### src/rtl/bids_round_sequencer.sv
// Host-side auction round sequencer for the bid controller config port.
// Loads, locks, runs one round, captures the result and unlocks.
module bids_round_sequencer #(
  parameter int TIMEOUT = 255,
  parameter int CNT_W   = 16
) (
  input  logic             clk,
  input  logic             reset_n,
  input  logic             go,
  input  logic [31:0]      cfg_x,
  input  logic [31:0]      cfg_y,
  input  logic [31:0]      cfg_z,
  input  logic [2:0]       cfg_mask,
  input  logic [3:0]       cfg_timer,
  input  logic [31:0]      cfg_cost,
  input  logic [31:0]      cfg_key,
  input  logic [7:0]       cfg_round_len,
  input  logic             ready,
  input  logic [2:0]       err,
  input  logic             roundOver,
  input  logic [31:0]      maxBid,
  input  logic [2:0]       win,
  output logic [3:0]       C_op,
  output logic [31:0]      C_data,
  output logic             C_start,
  output logic             busy,
  output logic             done,
  output logic             seq_err,
  output logic [2:0]       err_code,
  output logic [3:0]       err_step,
  output logic [2:0]       result_win,
  output logic [31:0]      result_maxbid,
  output logic [CNT_W-1:0] round_count
);

  localparam int TW = $clog2(TIMEOUT + 1);
  localparam logic [TW-1:0] TMO_LAST = TW'(TIMEOUT - 1);

  typedef enum logic [2:0] {
    IDLE, WAIT_RDY, CFG, LOCK,
    ROUND, WAIT_OVER, UNLOCK, FINISH
  } state_t;

  state_t      state;
  logic [3:0]  step;
  logic [TW-1:0] tmo;
  logic [7:0]  len_cnt;
  logic [31:0] sh_x, sh_y, sh_z, sh_cost, sh_key;
  logic [2:0]  sh_mask;
  logic [3:0]  sh_timer;
  logic [7:0]  sh_len;
  logic [2:0]  cap_win;
  logic [31:0] cap_max;

  logic        waiting, cmd, tmo_hit, abort;
  logic [3:0]  nxt_op;
  logic [31:0] nxt_data;

  // Abort detection: a flagged command or an expired wait.
  always_comb begin
    waiting = (state == WAIT_RDY && !ready) ||
              (state == WAIT_OVER && !roundOver);
    cmd     = (state == CFG) || (state == LOCK) ||
              (state == UNLOCK);
    tmo_hit = waiting && (tmo == TMO_LAST);
    abort   = tmo_hit || (cmd && err != 3'd0);
  end

  // Next configuration command after the current CFG step.
  always_comb begin
    nxt_op   = 4'd2;
    nxt_data = sh_key;
    case (step)
      4'd1: begin nxt_op = 4'd4; nxt_data = sh_y; end
      4'd2: begin nxt_op = 4'd5; nxt_data = sh_z; end
      4'd3: begin nxt_op = 4'd6; nxt_data = {29'd0, sh_mask}; end
      4'd4: begin nxt_op = 4'd7; nxt_data = {28'd0, sh_timer}; end
      4'd5: begin nxt_op = 4'd8; nxt_data = sh_cost; end
      default: begin nxt_op = 4'd2; nxt_data = sh_key; end
    endcase
  end

  // Sequencer FSM with registered controller-facing outputs.
  always_ff @(posedge clk or negedge reset_n) begin
    if (!reset_n) begin
      state         <= IDLE;
      step          <= '0;
      tmo           <= '0;
      len_cnt       <= '0;
      sh_x          <= '0;
      sh_y          <= '0;
      sh_z          <= '0;
      sh_cost       <= '0;
      sh_key        <= '0;
      sh_mask       <= '0;
      sh_timer      <= '0;
      sh_len        <= '0;
      cap_win       <= '0;
      cap_max       <= '0;
      C_op          <= '0;
      C_data        <= '0;
      C_start       <= 1'b0;
      busy          <= 1'b0;
      done          <= 1'b0;
      seq_err       <= 1'b0;
      err_code      <= '0;
      err_step      <= '0;
      result_win    <= '0;
      result_maxbid <= '0;
      round_count   <= '0;
    end else begin
      done <= 1'b0;
      tmo  <= waiting ? tmo + 1'b1 : '0;
      if (abort) begin
        C_op     <= '0;
        C_data   <= '0;
        C_start  <= 1'b0;
        busy     <= 1'b0;
        done     <= 1'b1;
        seq_err  <= 1'b1;
        err_code <= tmo_hit ? 3'b111 : err;
        err_step <= step;
        tmo      <= '0;
        state    <= FINISH;
      end else begin
        case (state)
          IDLE: if (go) begin
            sh_x     <= cfg_x;
            sh_y     <= cfg_y;
            sh_z     <= cfg_z;
            sh_mask  <= cfg_mask;
            sh_timer <= cfg_timer;
            sh_cost  <= cfg_cost;
            sh_key   <= cfg_key;
            sh_len   <= cfg_round_len;
            busy     <= 1'b1;
            seq_err  <= 1'b0;
            err_code <= '0;
            err_step <= '0;
            step     <= 4'd0;
            state    <= WAIT_RDY;
          end
          WAIT_RDY: if (ready) begin
            C_op   <= 4'd3;
            C_data <= sh_x;
            step   <= 4'd1;
            state  <= CFG;
          end
          CFG: begin
            C_op   <= nxt_op;
            C_data <= nxt_data;
            step   <= step + 4'd1;
            if (step == 4'd6) state <= LOCK;
          end
          LOCK: begin
            C_op    <= '0;
            C_data  <= '0;
            C_start <= 1'b1;
            len_cnt <= (sh_len == 8'd0) ? 8'd0 : sh_len - 8'd1;
            step    <= 4'd8;
            state   <= ROUND;
          end
          ROUND: begin
            if (len_cnt == 8'd0) begin
              C_start <= 1'b0;
              step    <= 4'd9;
              state   <= WAIT_OVER;
            end else begin
              len_cnt <= len_cnt - 8'd1;
            end
          end
          WAIT_OVER: if (roundOver) begin
            cap_win <= win;
            cap_max <= maxBid;
            C_op    <= 4'd1;
            C_data  <= sh_key;
            step    <= 4'd10;
            state   <= UNLOCK;
          end
          UNLOCK: begin
            C_op          <= '0;
            C_data        <= '0;
            busy          <= 1'b0;
            done          <= 1'b1;
            result_win    <= cap_win;
            result_maxbid <= cap_max;
            round_count   <= round_count + 1'b1;
            state         <= FINISH;
          end
          default: state <= IDLE;
        endcase
      end
    end
  end

endmodule

### config.mk
export PLATFORM = sky130hd
export DESIGN_NAME = bids_round_sequencer
export DESIGN_NICKNAME = d
export VERILOG_FILES = /design/src/rtl/bids_round_sequencer.sv
export SDC_FILE = /design/constraint.sdc
export NUM_CORES = 1
export LEC_CHECK = 0
export CORE_ASPECT_RATIO = 0.6
export CORE_MARGIN = 5
export CORE_UTILIZATION = 55
export DETAILED_ROUTE_END_ITERATION = 7
export GPL_ROUTABILITY_DRIVEN = 0
export HOLD_SLACK_MARGIN = 0.05
export PLACE_DENSITY = 0.84
export REMOVE_ABC_BUFFERS = 1
export SKIP_LAST_GASP = 1
export SLEW_MARGIN = 20
export SYNTH_ARGS = -nofsm -noshare
export SYNTH_HDL_FRONTEND = slang
export SYNTH_SLANG_ARGS = --single-unit
### constraint.sdc
create_clock -name clk -period 6.3 [get_ports clk]
set_input_delay 1.89 -clock clk [delete_from_list [all_inputs] [get_ports clk]]
set_output_delay 1.89 -clock clk [all_outputs]
set_load 0.02 [all_outputs]
Word-level counts from Yosys, hierarchy flattened
Index checks and enable logic that the tools add are counted.
{"block": "totals", "reg_bits": 331, "inputBits": 218, "output_inout_bits": 98, "word_cells": 130}
{"block": "op_classes", "add_sub_neg": 5, "eq_ne": 23, "mux": 44, "bitwise": 1, "reduce_logical": 32}
{"op": "$pmux W32 S5", "count": 1}
{"op": "$pmux W32 S4", "count": 1}
{"op": "$mux W32", "count": 3}
{"op": "$mux W4", "count": 9}
{"op": "$mux W8", "count": 4}
{"op": "$mux W3", "count": 10}
{"op": "$pmux W4 S6", "count": 1}
{"op": "$pmux W3 S7", "count": 1}
{"op": "$pmux W4 S5", "count": 1}
{"op": "$add A16 B1 Y16 const B", "count": 1}
{"op": "$logic_not A8 Y1", "count": 2}
{"op": "$pmux W4 S4", "count": 1}
{"op": "$pmux W8 S2", "count": 1}
{"op": "$sub A8 B1 Y8 const B", "count": 2}
{"op": "$eq A4 B3 Y1 const B", "count": 3}
{"op": "$ne A3 B3 Y1 const B", "count": 4}
{"op": "$reduce_and A3 Y1", "count": 4}
{"op": "$ne A2 B2 Y1 const B", "count": 5}
{"op": "$eq A3 B3 Y1 const B", "count": 3}
{"op": "$mux W1", "count": 9}
{"op": "$reduce_bool A3 Y1", "count": 3}
{"op": "$add A8 B1 Y8 const B", "count": 1}
{"op": "$eq A4 B2 Y1 const B", "count": 2}
{"op": "$eq A8 B8 Y1 const B", "count": 1}
{"op": "18 further kinds", "count": 32}

Logic depth before layout (Yosys ltp)
{"block": "depth", "ltp_word": 7, "depth_mapped": 9, "depth_no_buf": 7}

Worst setup path before layout
Ideal clock, no wire load.
{"block": "synth_timing", "path_type": "in2reg", "from": "input port err[2]", "to": "register sh_x[11]", "arrival_time_ns": 3.408, "required_ns": 6.172, "path_slack_ns": 2.765, "stages": 7, "n_path_buf": 2, "path_cell_list": "or3_1 > o21ai_4 > o21ai_4 > nor2_4 > buf_6 > buf_6 > mux2_1"}
{"block": "synth_via", "elab_chain_len": 5}
{"element": "start: declaration", "line_no": "19", "rtl": "input logic [2:0] err,"}
{"element": "$reduce_bool A3 Y1", "line_no": "66", "rtl": "abort = tmo_hit || (cmd && err != 3'd0);"}
{"element": "$logic_and A1 B1 Y1", "line_no": "66"}
{"element": "$logic_or A1 B1 Y1", "line_no": "66"}
{"element": "$not A1 Y1 (no line)"}
{"element": "$reduce_and A3 Y1 (no line)"}
{"element": "end signal: assignment", "line_no": "128", "rtl": "sh_x <= cfg_x;"}
{"element": "end: declaration", "line_no": "48", "rtl": "logic [31:0] sh_x, sh_y, sh_z, sh_cost, sh_key;"}
No other way between the ends.
A chain may end at the register's enable or synchronous reset.

Worst setup path after layout
{"block": "layout_timing", "from": "input port err[2]", "to": "register sh_x[31]"}
Same word-level chain as after synthesis.

==> insert_results.sql <==
INSERT INTO impl_metrics (metric_group, metric, value, unit) VALUES
('run_status', 'outcome', 'finished, final reports clean', ''),
('worst_setup_path', 'setup.worst_path.start_class', 'primary input', ''),
('logic_synthesis', 'synth_adder_area_share', '0.0110', ''),
('floorplanning', 'die_footprint', '32600', 'sq um'),
('clock_tree', 'ctsLongestPathBuffers', '3', ''),
('job', 'timing.max_cap.violations', '0', ''),
('placed_design', 'place.detailed.hpwl', '29600', 'um'),
('clock_tree', 'cts_hold_buf', '0', ''),
('power', 'fin_total_pwr', '0.00938', 'W'),
('global_routing', 'grt_use_met3', '0.0662', ''),
('logic_synthesis', 'async_flop_share', '1.00', ''),
('sta', 'hold_viol', '0', ''),
('logic_synthesis', 'synthesis.area', '15900', 'sq um'),
('hold_path', 'hp-class', 'register to register', ''),
('route', 'post-route-drc-count', '0', ''),
('clock_tree', 'clk_latency', '0.56', 'ns'),
('clock_tree', 'postCtsResizedCells', '0', ''),
('logic_synthesis', 'syn-mean-instance-area', '12.1', 'sq um'),
('worst_setup_path', 'cp-startpoint', 'err[2]', ''),
('route', 'wl', '44700', 'um'),
('sta', 'final_worst_path_period_share', '0.645', ''),
('global_routing', 'grt_pass1_vias', '12000', ''),
('route', 'route.detailed.vias_per_inst', '5.96', ''),
('logic_synthesis', 'synth_seq_area_share', '0.520', ''),
('logic_synthesis', 'dominantRegCellSynth', 'sky130_fd_sc_hd__dfrtp_1', ''),
('placed_design', 'post_placement_cell_count', '1928', ''),
('sta', 'worst_pin_slew', '1.05', 'ns'),
('logic_synthesis', 'combinational_family_with_the_most_area_after_synthesis', 'multiplexers', ''),
('placed_design', 'buffer_ports.inserted', '315', ''),
('clock_tree', 'cts_post_setup_buffers_inserted', '0', ''),
('logic_synthesis', 'multiplexer_fraction_of_the_synthesized_cell_area', '0.185', ''),
('worst_setup_path', 'setup.worst_path.class', 'primary input to register', ''),
('finish', 'layout.cell_area.non_filler', '20200', 'sq um'),
('logic_synthesis', 'synthesis.yosys.warnings', '0', ''),
('finish', 'syn_to_final_growth', '26.8', '%'),
('logic_synthesis', 'post-synth-top-area-fraction', '0.520', ''),
('placed_design', 'post_dp_area', '19200', 'sq um'),
('logic_synthesis', 'yosys.area.top_type', 'sky130_fd_sc_hd__dfrtp_1', ''),
('global_routing', 'grt_overflow_total', '0', ''),
('clock_tree', 'cts_tree', 'built', ''),
('clock_tree', 'clock_root_buffer_master', 'sky130_fd_sc_hd__clkbuf_16', ''),
('sta', 'maxSlewViolCount', '0', ''),
('route', 'dr_total_vias', '11800', ''),
('clock_tree', 'cts_num_sinks', '331', ''),
('floorplanning', 'fp.dieH', '142', 'um'),
('floorplanning', 'rows', '48', ''),
('worst_setup_path', 'arrival', '4.51', 'ns'),
('worst_setup_path', 'critical_path_peak_fanout', '105', ''),
('finish', 'non_filler_instances', '1983', ''),
('power', 'p_leak', '8.69', 'nW'),
('sta', 'final.setup_skew', '0.0140', 'ns'),
('logic_synthesis', 'synth_enable_flop_cells', '0', ''),
('sta', 'grt_setup_unrepaired', 'false', ''),
('global_routing', 'most_heavily_used_metal_layer_in_global_routing', 'met2', ''),
('worst_setup_path', 'regToRegStartpoint', 'step[1]$_DFFE_PN0P_', ''),
('route', 'routedWlPerCell', '22.5', 'um'),
('route', 'drtPass1Iterations', '6', ''),
('power', 'pwr_density_cell', '465', 'nW/um^2'),
('global_routing', 'grt_pass1_wl', '69100', 'um'),
('global_routing', 'number_of_antenna_violations_at_the_first_check_in_global_routing', '6', ''),
('floorplanning', 'starting_density_of_the_core', '0.556', ''),
('global_routing', 'grt_start_max_net_pins', '106', ''),
('sta', 'setup_violations', '0', ''),
('floorplanning', 'die_w', '230', 'um'),
('worst_setup_path', 'end_kind', 'register', ''),
('route', 'antenna_violating_nets_post_route', '0', ''),
('global_routing', 'grt.met2_usage', '0.421', ''),
('finish', 'layout_fillers', '1942', ''),
('sta', 'fmax', '246', 'MHz'),
('logic_synthesis', 'synth.ff_latch_count', '331', ''),
('finish', 'finish.utilization', '0.705', '');
==> cell type report <==
class | instances | share of cell area
Tap cell | 375 | 0.0232
Multi-Input combinational cell | 880 | 0.349
Inverter | 14 | 0.00260
Antenna cell | 1 | 0.000124
Clock inverter | 10 | 0.00669
Sequential cell | 331 | 0.410
Clock buffer | 44 | 0.0443
Timing Repair Buffer | 328 | 0.164
==> registers in the layout, indices dropped and copies added (netlist names), 4 cells and up <==
register	cells
C_data	32
cap_max	32
result_maxbid	32
sh_cost	32
sh_key	32
sh_x	32
sh_y	32
sh_z	32
round_count	16
len_cnt	8
sh_len	8
tmo	8
C_op	4
err_step	4
sh_timer	4
step	4
==> final timing paths <==
| path | cells after the start | slack (ns) | endpoint |
|---|---|---|---|
| setup / recovery | 7 | 2.24 | sh_x[31]$_DFFE_PN0P_ |
| hold / removal | 2 | 0.47 | result_maxbid[10]$_DFFE_PN0P_ |
| setup reg to reg | 9 | 2.93 | C_data[1]$_DFFE_PN0P_ |
| hold reg to reg | 2 | 0.47 | result_maxbid[10]$_DFFE_PN0P_ |
| max in group asynchronous | 2 | 3.86 | len_cnt[1]$_DFFE_PN0P_ |
| min in group asynchronous | 1 | 1.39 | round_count[10]$_DFFE_PN0P_ |
==> cell families (layout without fill, tap and decap cells) <==
kind of cell	after synthesis	count (layout)
DFF	331	331
adders and majority gates	14	14
and+or+nand+nor	366	366
other	0	1
muxes	216	216
xor gates and xnor gates	28	28
AOI/OAI and AO/OA	256	256
buffers and inverters	109	396
==> cell usage after synthesis (3+ instances only) <==
cell type	n
sky130_fd_sc_hd__dfrtp_1	331
sky130_fd_sc_hd__nand2_1	173
sky130_fd_sc_hd__mux2_4	136
sky130_fd_sc_hd__mux2_2	60
sky130_fd_sc_hd__nor2_1	60
sky130_fd_sc_hd__a21oi_1	49
sky130_fd_sc_hd__clkbuf_1	47
sky130_fd_sc_hd__nand3_1	45
sky130_fd_sc_hd__a22oi_1	43
sky130_fd_sc_hd__o21ai_0	42
sky130_fd_sc_hd__a221o_1	32
sky130_fd_sc_hd__nor2b_1	30
sky130_fd_sc_hd__a32o_1	29
sky130_fd_sc_hd__o221ai_1	28
sky130_fd_sc_hd__xnor2_1	21
sky130_fd_sc_hd__buf_2	17
sky130_fd_sc_hd__mux2_1	16
sky130_fd_sc_hd__ha_1	14
sky130_fd_sc_hd__inv_1	14
sky130_fd_sc_hd__buf_1	9
sky130_fd_sc_hd__buf_8	9
sky130_fd_sc_hd__nor3_1	8
sky130_fd_sc_hd__buf_6	7
sky130_fd_sc_hd__xor2_1	7
sky130_fd_sc_hd__and3_1	6
sky130_fd_sc_hd__buf_4	5
sky130_fd_sc_hd__nand4_1	5
sky130_fd_sc_hd__and2_1	4
sky130_fd_sc_hd__mux2i_1	4
sky130_fd_sc_hd__nand2b_1	4
sky130_fd_sc_hd__or3_1	4
sky130_fd_sc_hd__and4_1	3
sky130_fd_sc_hd__o21ai_1	3
==> per-layer routing <==
layer,wire [um],part of all wire
met1,19900,0.45
met5,69,0.0015
met2,20600,0.46
met4,671,0.015
met3,3440,0.077
==> report_power, final <==
group / switching, W / internal, W
Sequential: 0.000667 / 0.00297
Clock: 0.000807 / 0.00110
Combinational: 0.00194 / 0.00189
Total: 0.00341 / 0.00597
==> worst max-delay path, cell delays in order <==
cell and delay (ns):
sky130_fd_sc_hd__clkdlybuf4s50_1 0.41, sky130_fd_sc_hd__or3_1 0.49, sky130_fd_sc_hd__o21ai_4 0.18, sky130_fd_sc_hd__o21ai_4 0.20, sky130_fd_sc_hd__nor2_4 0.21, sky130_fd_sc_hd__buf_12 0.53, sky130_fd_sc_hd__mux2_2 0.41
==> per-stage QoR <==
step / hold WS [ns] / setup TNS (ns) / setup slack (ns)
final: 0.468 / 0 / 2.24
after global routing: 0.482 / 0 / 2.17
after floorplan: 0.432 / -120.39 / -0.746
after detailed placement: 0.451 / 0 / 1.69
after CTS: 0.468 / 0 / 2.30
after global placement: 0.443 / 0 / 1.76
==> cell usage in the layout (no fill, tap or decap), drive strengths merged, types with 6 or more instances in the layout <==
cell type      netlist  routed
nand2              173     173
a22oi               43      43
ha                  14      14
a32o                29      29
nor2                63      63
and3                 6       6
inv                 14      14
a221o               32      32
nand4                6       6
nand3               45      45
mux2               212     212
nor3                10      10
o221ai              29      29
buf                 48      14
dfrtp              331     331
clkbuf              47      44
clkdlybuf4s50        0     314
a21oi               49      49
xor2                 7       7
and2                 6       6
nor2b               30      30
o21ai               47      47
xnor2               21      21
Note: power is estimated with default switching activity, not from simulation.
==> RTL edit 1: new RTL, same flow settings <==
Change the parameter `TIMEOUT` from 255 to 510.
--- a/src/rtl/bids_round_sequencer.sv
+++ b/src/rtl/bids_round_sequencer.sv
@@ -1,7 +1,7 @@
 // Host-side auction round sequencer for the bid controller config port.
 // Loads, locks, runs one round, captures the result and unlocks.
 module bids_round_sequencer #(
-  parameter int TIMEOUT = 255,
+  parameter int TIMEOUT = 510,
   parameter int CNT_W   = 16
 ) (
   input  logic             clk,
Formal check against the unedited RTL: same outputs for any inputs over 4 cycles, from zero or initial values and one cycle with reset_n low; that may be too few to reach the edited logic, so the function may still have changed.
==> RTL edit 1 against the original RTL <==
  * Routed wire length decreased by 4.8%
  * Combinational power shrank 1%
  * Global-route usage is 0.27 points lower
  * Worst hold slack got worse by 0.0016 ns
  * Sequential power up 2%
  * Worst setup slack got worse by 0.32 ns
  * Area after synthesis decreased by 3.1%
  * Total power down 0.63%
  * Sequential cell count up 1
  * Cell area down 2.6%
  * Maximum frequency decreased by 7.3%
  * Die area shrank 2.9%
  * Critical path type unchanged
==> RTL edit 1: results (changes against the original RTL) <==
Pwr
  – Sw Pwr: 3400 uW (-0.37%)
  – Power per Cell Area: 474 nW/um^2 (+2.0%)
  – Comb group: 3790 uW (-1%)

Detailed routing
  – 1st-iter DRT viols: 1035 (-12%)
  – TritonRoute pass-1 iters: 5 (-1)
  – Post-Route WL: 42500 um (-4.8%)
  – Routed vias/inst: 5.85 (-1.8%)

Yosys
  – Post-Synth XOR/XNOR Area: 0.0165 (+0.00105)
  – Post-synthesis compound-gate area fraction: 0.100 (-0.0222)
  – Sequential fraction of the synthesis area: 0.538 (+0.0181)
  – Post-synthesis mux area share: 0.191 (+0.00616)
  – Synthesized cell area: 15400 sq um (-3.1%)
  – Synth top cells by count: 332 x dfrtp_1, 227 x nand2_1, 130 x mux2_4
  – Main area contributors after synthesis: dfrtp_1 54%, mux2_4 13%, nand2_1 5.5%, mux2_2 5.2%, a221oi_1 1.9%
  – Adder-Cell Fraction of Synth Area: 0.0114 (+0.000348)

Placement
  – DP HPWL: 28100 um (-5.2%)
  – Placement Cell Area: 18700 sq um (-2.6%)
  – Pre-CTS setup slack: 1.52 ns (-0.165 ns)

Timing
  – Final Skew: 0.0170 ns (+0.00298 ns)
  – Worst slew margin: 0.244 (-0.0527)

Final layout
  – Non-Filler Instances: 1932 (-2.6%)
  – NumNets Final: 1775 (-2.4%)

Global routing
  – First-pass GRT wire length: 67000 um (-2.9%)
  – Vias in the first global route: 11700 (-2.3%)
  – Largest net degree at the start of global routing: 163 (+54%)

Status
  – Outcome: finished, final reports clean

CTS
  – CTS Buf Count: 30 (-3.2%)
-- RTL edit 1: cell count changes in the layout (fill, tap and decap cells not counted), sizes merged, moves of 7 or more --
cell and change:
a2111oi +27, nor2 +14, a221o -32, a221oi +32
nor2b -28, nand3 -29, o21ai -28, nand2 +54
a32o -28, a211o +28, o221ai -28, a22oi -36
nand4 +7
-- RTL edit 1: routing by layer --
metal / routed length (um) / track usage / part of all wire / vias up
li1: - / - / - / 5045
met1: 18300 / 0.384 / 0.43 / 5686
met2: 19700 / 0.410 / 0.46 / 506
met3: 3410 / 0.0541 / 0.080 / 71
met4: 1070 / 0.0642 / 0.025 / 0
met5: 0 / 0 / 0 / -
-- RTL edit 1: worst max-delay path: stages --
cell and delay, ns:
clkdlybuf4s50_1 0.43, or3_1 0.46, o21ai_4 0.21, o21ai_4 0.27, nor2_4 0.23, buf_12 0.57, mux2_2 0.42
-- RTL edit 1: final timing paths --
path | end | start | slack [ns] | cells after the start
min reg2reg | result_win[0]$_DFFE_PN0P_ | cap_win[0]$_DFFE_PN0P_ | 0.47 | 2
min in group asynchronous | sh_len[2]$_DFFE_PN0P_ | reset_n | 1.27 | 1
max | sh_x[30]$_DFFE_PN0P_ | err[2] | 1.91 | 7
max in group asynchronous | sh_x[22]$_DFFE_PN0P_ | reset_n | 3.73 | 2
min | result_win[0]$_DFFE_PN0P_ | cap_win[0]$_DFFE_PN0P_ | 0.47 | 2
max reg2reg | sh_x[30]$_DFFE_PN0P_ | state[2]$_DFFE_PN0P_ | 2.57 | 7
-- RTL edit 1: final cells by class --
class / instances / area, sq um
multi-input combinational: 838 / 6570
clock buffer: 46 / 901
clock inverter: 8 / 78.8
sequential: 332 / 8310
fill: 1863 / 7910
tap: 367 / 459
timing repair buffer: 326 / 3300
inverter: 15 / 56.3
==> RTL edit 2: new RTL, config.mk and constraints unchanged <==
Made on the original files. Register the output `round_count` once more, with the module's reset; this adds one clock of latency there. The other outputs are not delayed to match.
--- a/src/rtl/bids_round_sequencer.sv
+++ b/src/rtl/bids_round_sequencer.sv
@@ -41,6 +41,8 @@
     ROUND, WAIT_OVER, UNLOCK, FINISH
   } state_t;
 
+  logic [CNT_W-1:0] round_count_s0;
+
   state_t      state;
   logic [3:0]  step;
   logic [TW-1:0] tmo;
@@ -107,7 +109,7 @@
       err_step      <= '0;
       result_win    <= '0;
       result_maxbid <= '0;
-      round_count   <= '0;
+      round_count_s0 <= '0;
     end else begin
       done <= 1'b0;
       tmo  <= waiting ? tmo + 1'b1 : '0;
@@ -184,7 +186,7 @@
             done          <= 1'b1;
             result_win    <= cap_win;
             result_maxbid <= cap_max;
-            round_count   <= round_count + 1'b1;
+            round_count_s0 <= round_count_s0 + 1'b1;
             state         <= FINISH;
           end
           default: state <= IDLE;
@@ -193,5 +195,13 @@
     end
   end
 
+  always_ff @(posedge clk or negedge reset_n) begin
+    if (!reset_n) begin
+      round_count <= '0;
+    end else begin
+      round_count <= round_count_s0;
+    end
+  end
+
 endmodule
 
Check against the original RTL: same outputs for any inputs over 4 cycles, from zero or initial values and one cycle with reset_n low; that may be too few to reach the edited logic, so the function may still have changed.
==> RTL edit 2 against the original RTL <==
  * Sequential cell count is 16 higher
  * Non-clock buffer count down 2
  * First-iteration DRC count fell by 28%
  * Worst setup slack lost 0.18 ns
  * Total power down 1.9%
  * Cell area down 0.90%
  * Area after synthesis fell by 2.1%
  * Cell count decreased by 4.9%
  * Largest power group is now sequential cells
  * Core utilization is 1.6 points higher
  * Routed wire length shrank 6.9%
==> RTL edit 2: results (changes against the original RTL) <==
CTS
  – Maximum clock path buffer count: 3 (unchanged)
  – CTS Buf Count: 34 (+9.7%)
  – Post-cts sizing count: 0 (unchanged)
  – Clk root buf: clkbuf_16
  – Post-CTS Setup Bufs: 0 (unchanged)
  – CTS H-tree depth: 2 (+1)
  – Worst-Skew Late Latency: 0.52 ns (-0.04 ns)
  – CTS clk-pin slew, worst paths: 0.06 ns

Final layout
  – Share of layout cells above drive strength 1: 0.193 (+0.0153)
  – NumNets Final: 1725 (-5.1%)
  – Fillers: 1814 (-6.6%)

Detailed routing
  – Post-DR wirelength/cell: 22.1 um (-2.0%)
  – Detailed-route DRC error count: 0 (unchanged)
  – Routed vias/inst: 5.80 (-2.8%)
  – TritonRoute pass-1 iters: 5 (-1)
  – 1st-iter DRT viols: 846 (-28%)

Hold path
  – Hold Crit Class: reg2reg
  – Hold Crit Start: round_count_s0[9]$_DFFE_PN0P_

Yosys
  – Synth top cells by count: 347 x dfrtp_1, 161 x nand2_1, 150 x mux2_4
  – Netlist cell types: 66 (-13%)
  – Total of warnings raised by yosys: 0 (unchanged)
  – Sequential fraction of the synthesis area: 0.557 (+0.0368)
  – Main area contributors after synthesis: dfrtp_1 56%, mux2_4 14%, mux2_2 4.6%, nand2_1 3.9%, a221o_1 1.8%
  – Ys async rst share: 1.00 (unchanged)

Setup path
  – Crit path max-delay cell type: o21ai_2
  – CP max stage delay: 0.68 ns (+0.15 ns)
  – WP data arrival: 4.63 ns (+0.12 ns)
  – Worst-path maximum fanout: 83 (-21%)
  – CP Launch Point: roundOver
  – Reg-to-Reg Start: step[0]$_DFFE_PN0P_
  – Largest delay share family, worst path: buffers and inverters

Global routing
  – GRT Overall Usage: 0.257 (-0.00961)
  – Largest net degree at the start of global routing: 133 (+25%)
  – Vias in the first global route: 11600 (-3.1%)
  – Initial antenna violation count: 3 (-3)
  – First-pass GRT wire length: 65200 um (-5.5%)

Pwr
  – Switching portion of total power: 0.333 (-0.0305)
  – Maximum vdd drop: 0.208 mV (-45%)
  – Clock network fraction of design power: 0.220 (+0.016)
  – Leakage: 0.00936 uW (+7.7%)

Placement
  – DP HPWL: 27800 um (-6.1%)
  – # port buffers: 315 (unchanged)

Timing
  – Worst slew margin: 0.237 (-0.0604)
  – Final Skew: 0.0257 ns (+0.0117 ns)

Status
  – Outcome: finished, final reports clean
## RTL edit 2: changes by cell type after synthesis, sizes merged, moves of 12 or more
cell	before	now
nor2	63	38
a21oi	49	25
nand3	45	13
dfrtp	331	347
a22o	1	26
and2	6	30
o221ai	29	1
clkbuf	47	32
nand2	173	161
nor2b	30	6
a32o	29	1
## RTL edit 2: layout make-up
cell class / instances / area, sq um / area share
Sequential cell: 347 / 8680 / 0.434
Clock buffer: 56 / 1100 / 0.0548
Clock inverter: 3 / 15.0 / 0.000750
Inverter: 12 / 45.0 / 0.00225
Timing Repair Buffer: 326 / 3290 / 0.164
Tap cell: 367 / 459 / 0.0229
Multi-Input combinational cell: 772 / 6420 / 0.321
Antenna cell: 2 / 5.00 / 0.000250
## RTL edit 2: per-layer routing
layer	vias up	GRT usage	part of all wire
met5	-	0	0.00050
met3	76	0.0569	0.067
met1	5568	0.361	0.44
met2	411	0.406	0.47
li1	4869	-	-
met4	4	0.0723	0.023
## RTL edit 2: power by group through the flow
stage / clock, uW / sequential [uW] / combinational [uW]
global placement: 0 / 3730 / 3270
global route: 2150 / 3890 / 3660
CTS: 2060 / 3760 / 3410
floorplan: 0 / 3790 / 2170
detailed placement: 0 / 3780 / 3380
finish: 2020 / 3780 / 3410
## RTL edit 2: cell families after synthesis
logic type / share of synthesized area
fa+ha+maj: 0.0112
compound gates: 0.0956
flops: 0.557
buf+inv: 0.0331
simple gates: 0.0927
xor+xnor: 0.0157
mux: 0.195
## RTL edit 2: final timing paths
kind | cells past startpoint | slack [ns] | end
max reg2reg | 7 | 2.86 | C_data[23]$_DFFE_PN0P_
max | 7 | 2.06 | sh_key[15]$_DFFE_PN0P_
min in group asynchronous | 1 | 1.35 | sh_y[21]$_DFFE_PN0P_
max in group asynchronous | 2 | 3.73 | sh_x[2]$_DFFE_PN0P_
min | 0 | 0.42 | round_count[9]$_DFF_PN0_
min reg2reg | 0 | 0.42 | round_count[9]$_DFF_PN0_
## RTL edit 2: stage by stage
step                      cell area [sq um]  total power, uW  instances  worst slack, ns  setup TNS [ns]
final                                 20000             9210       1885             2.06               0
after floorplan                       15100             5950       1131            -3.02         -513.33
after detailed placement              18900             7160       1823             1.59               0
after global routing                  20000             9690       1884             1.94               0
after global placement                18900             6990       1823             1.65               0
after CTS                             20000             9230       1882             2.14               0
## RTL edit 2: worst register-to-register path: cells and delay by family, from the launching register on
kind / cells / cell delay [ns]
buf+inv: 1 / 0.12
fa+ha+maj: 1 / 0.79
compound gates: 3 / 0.96
flops: 1 / 0.46
simple gates: 2 / 1.01
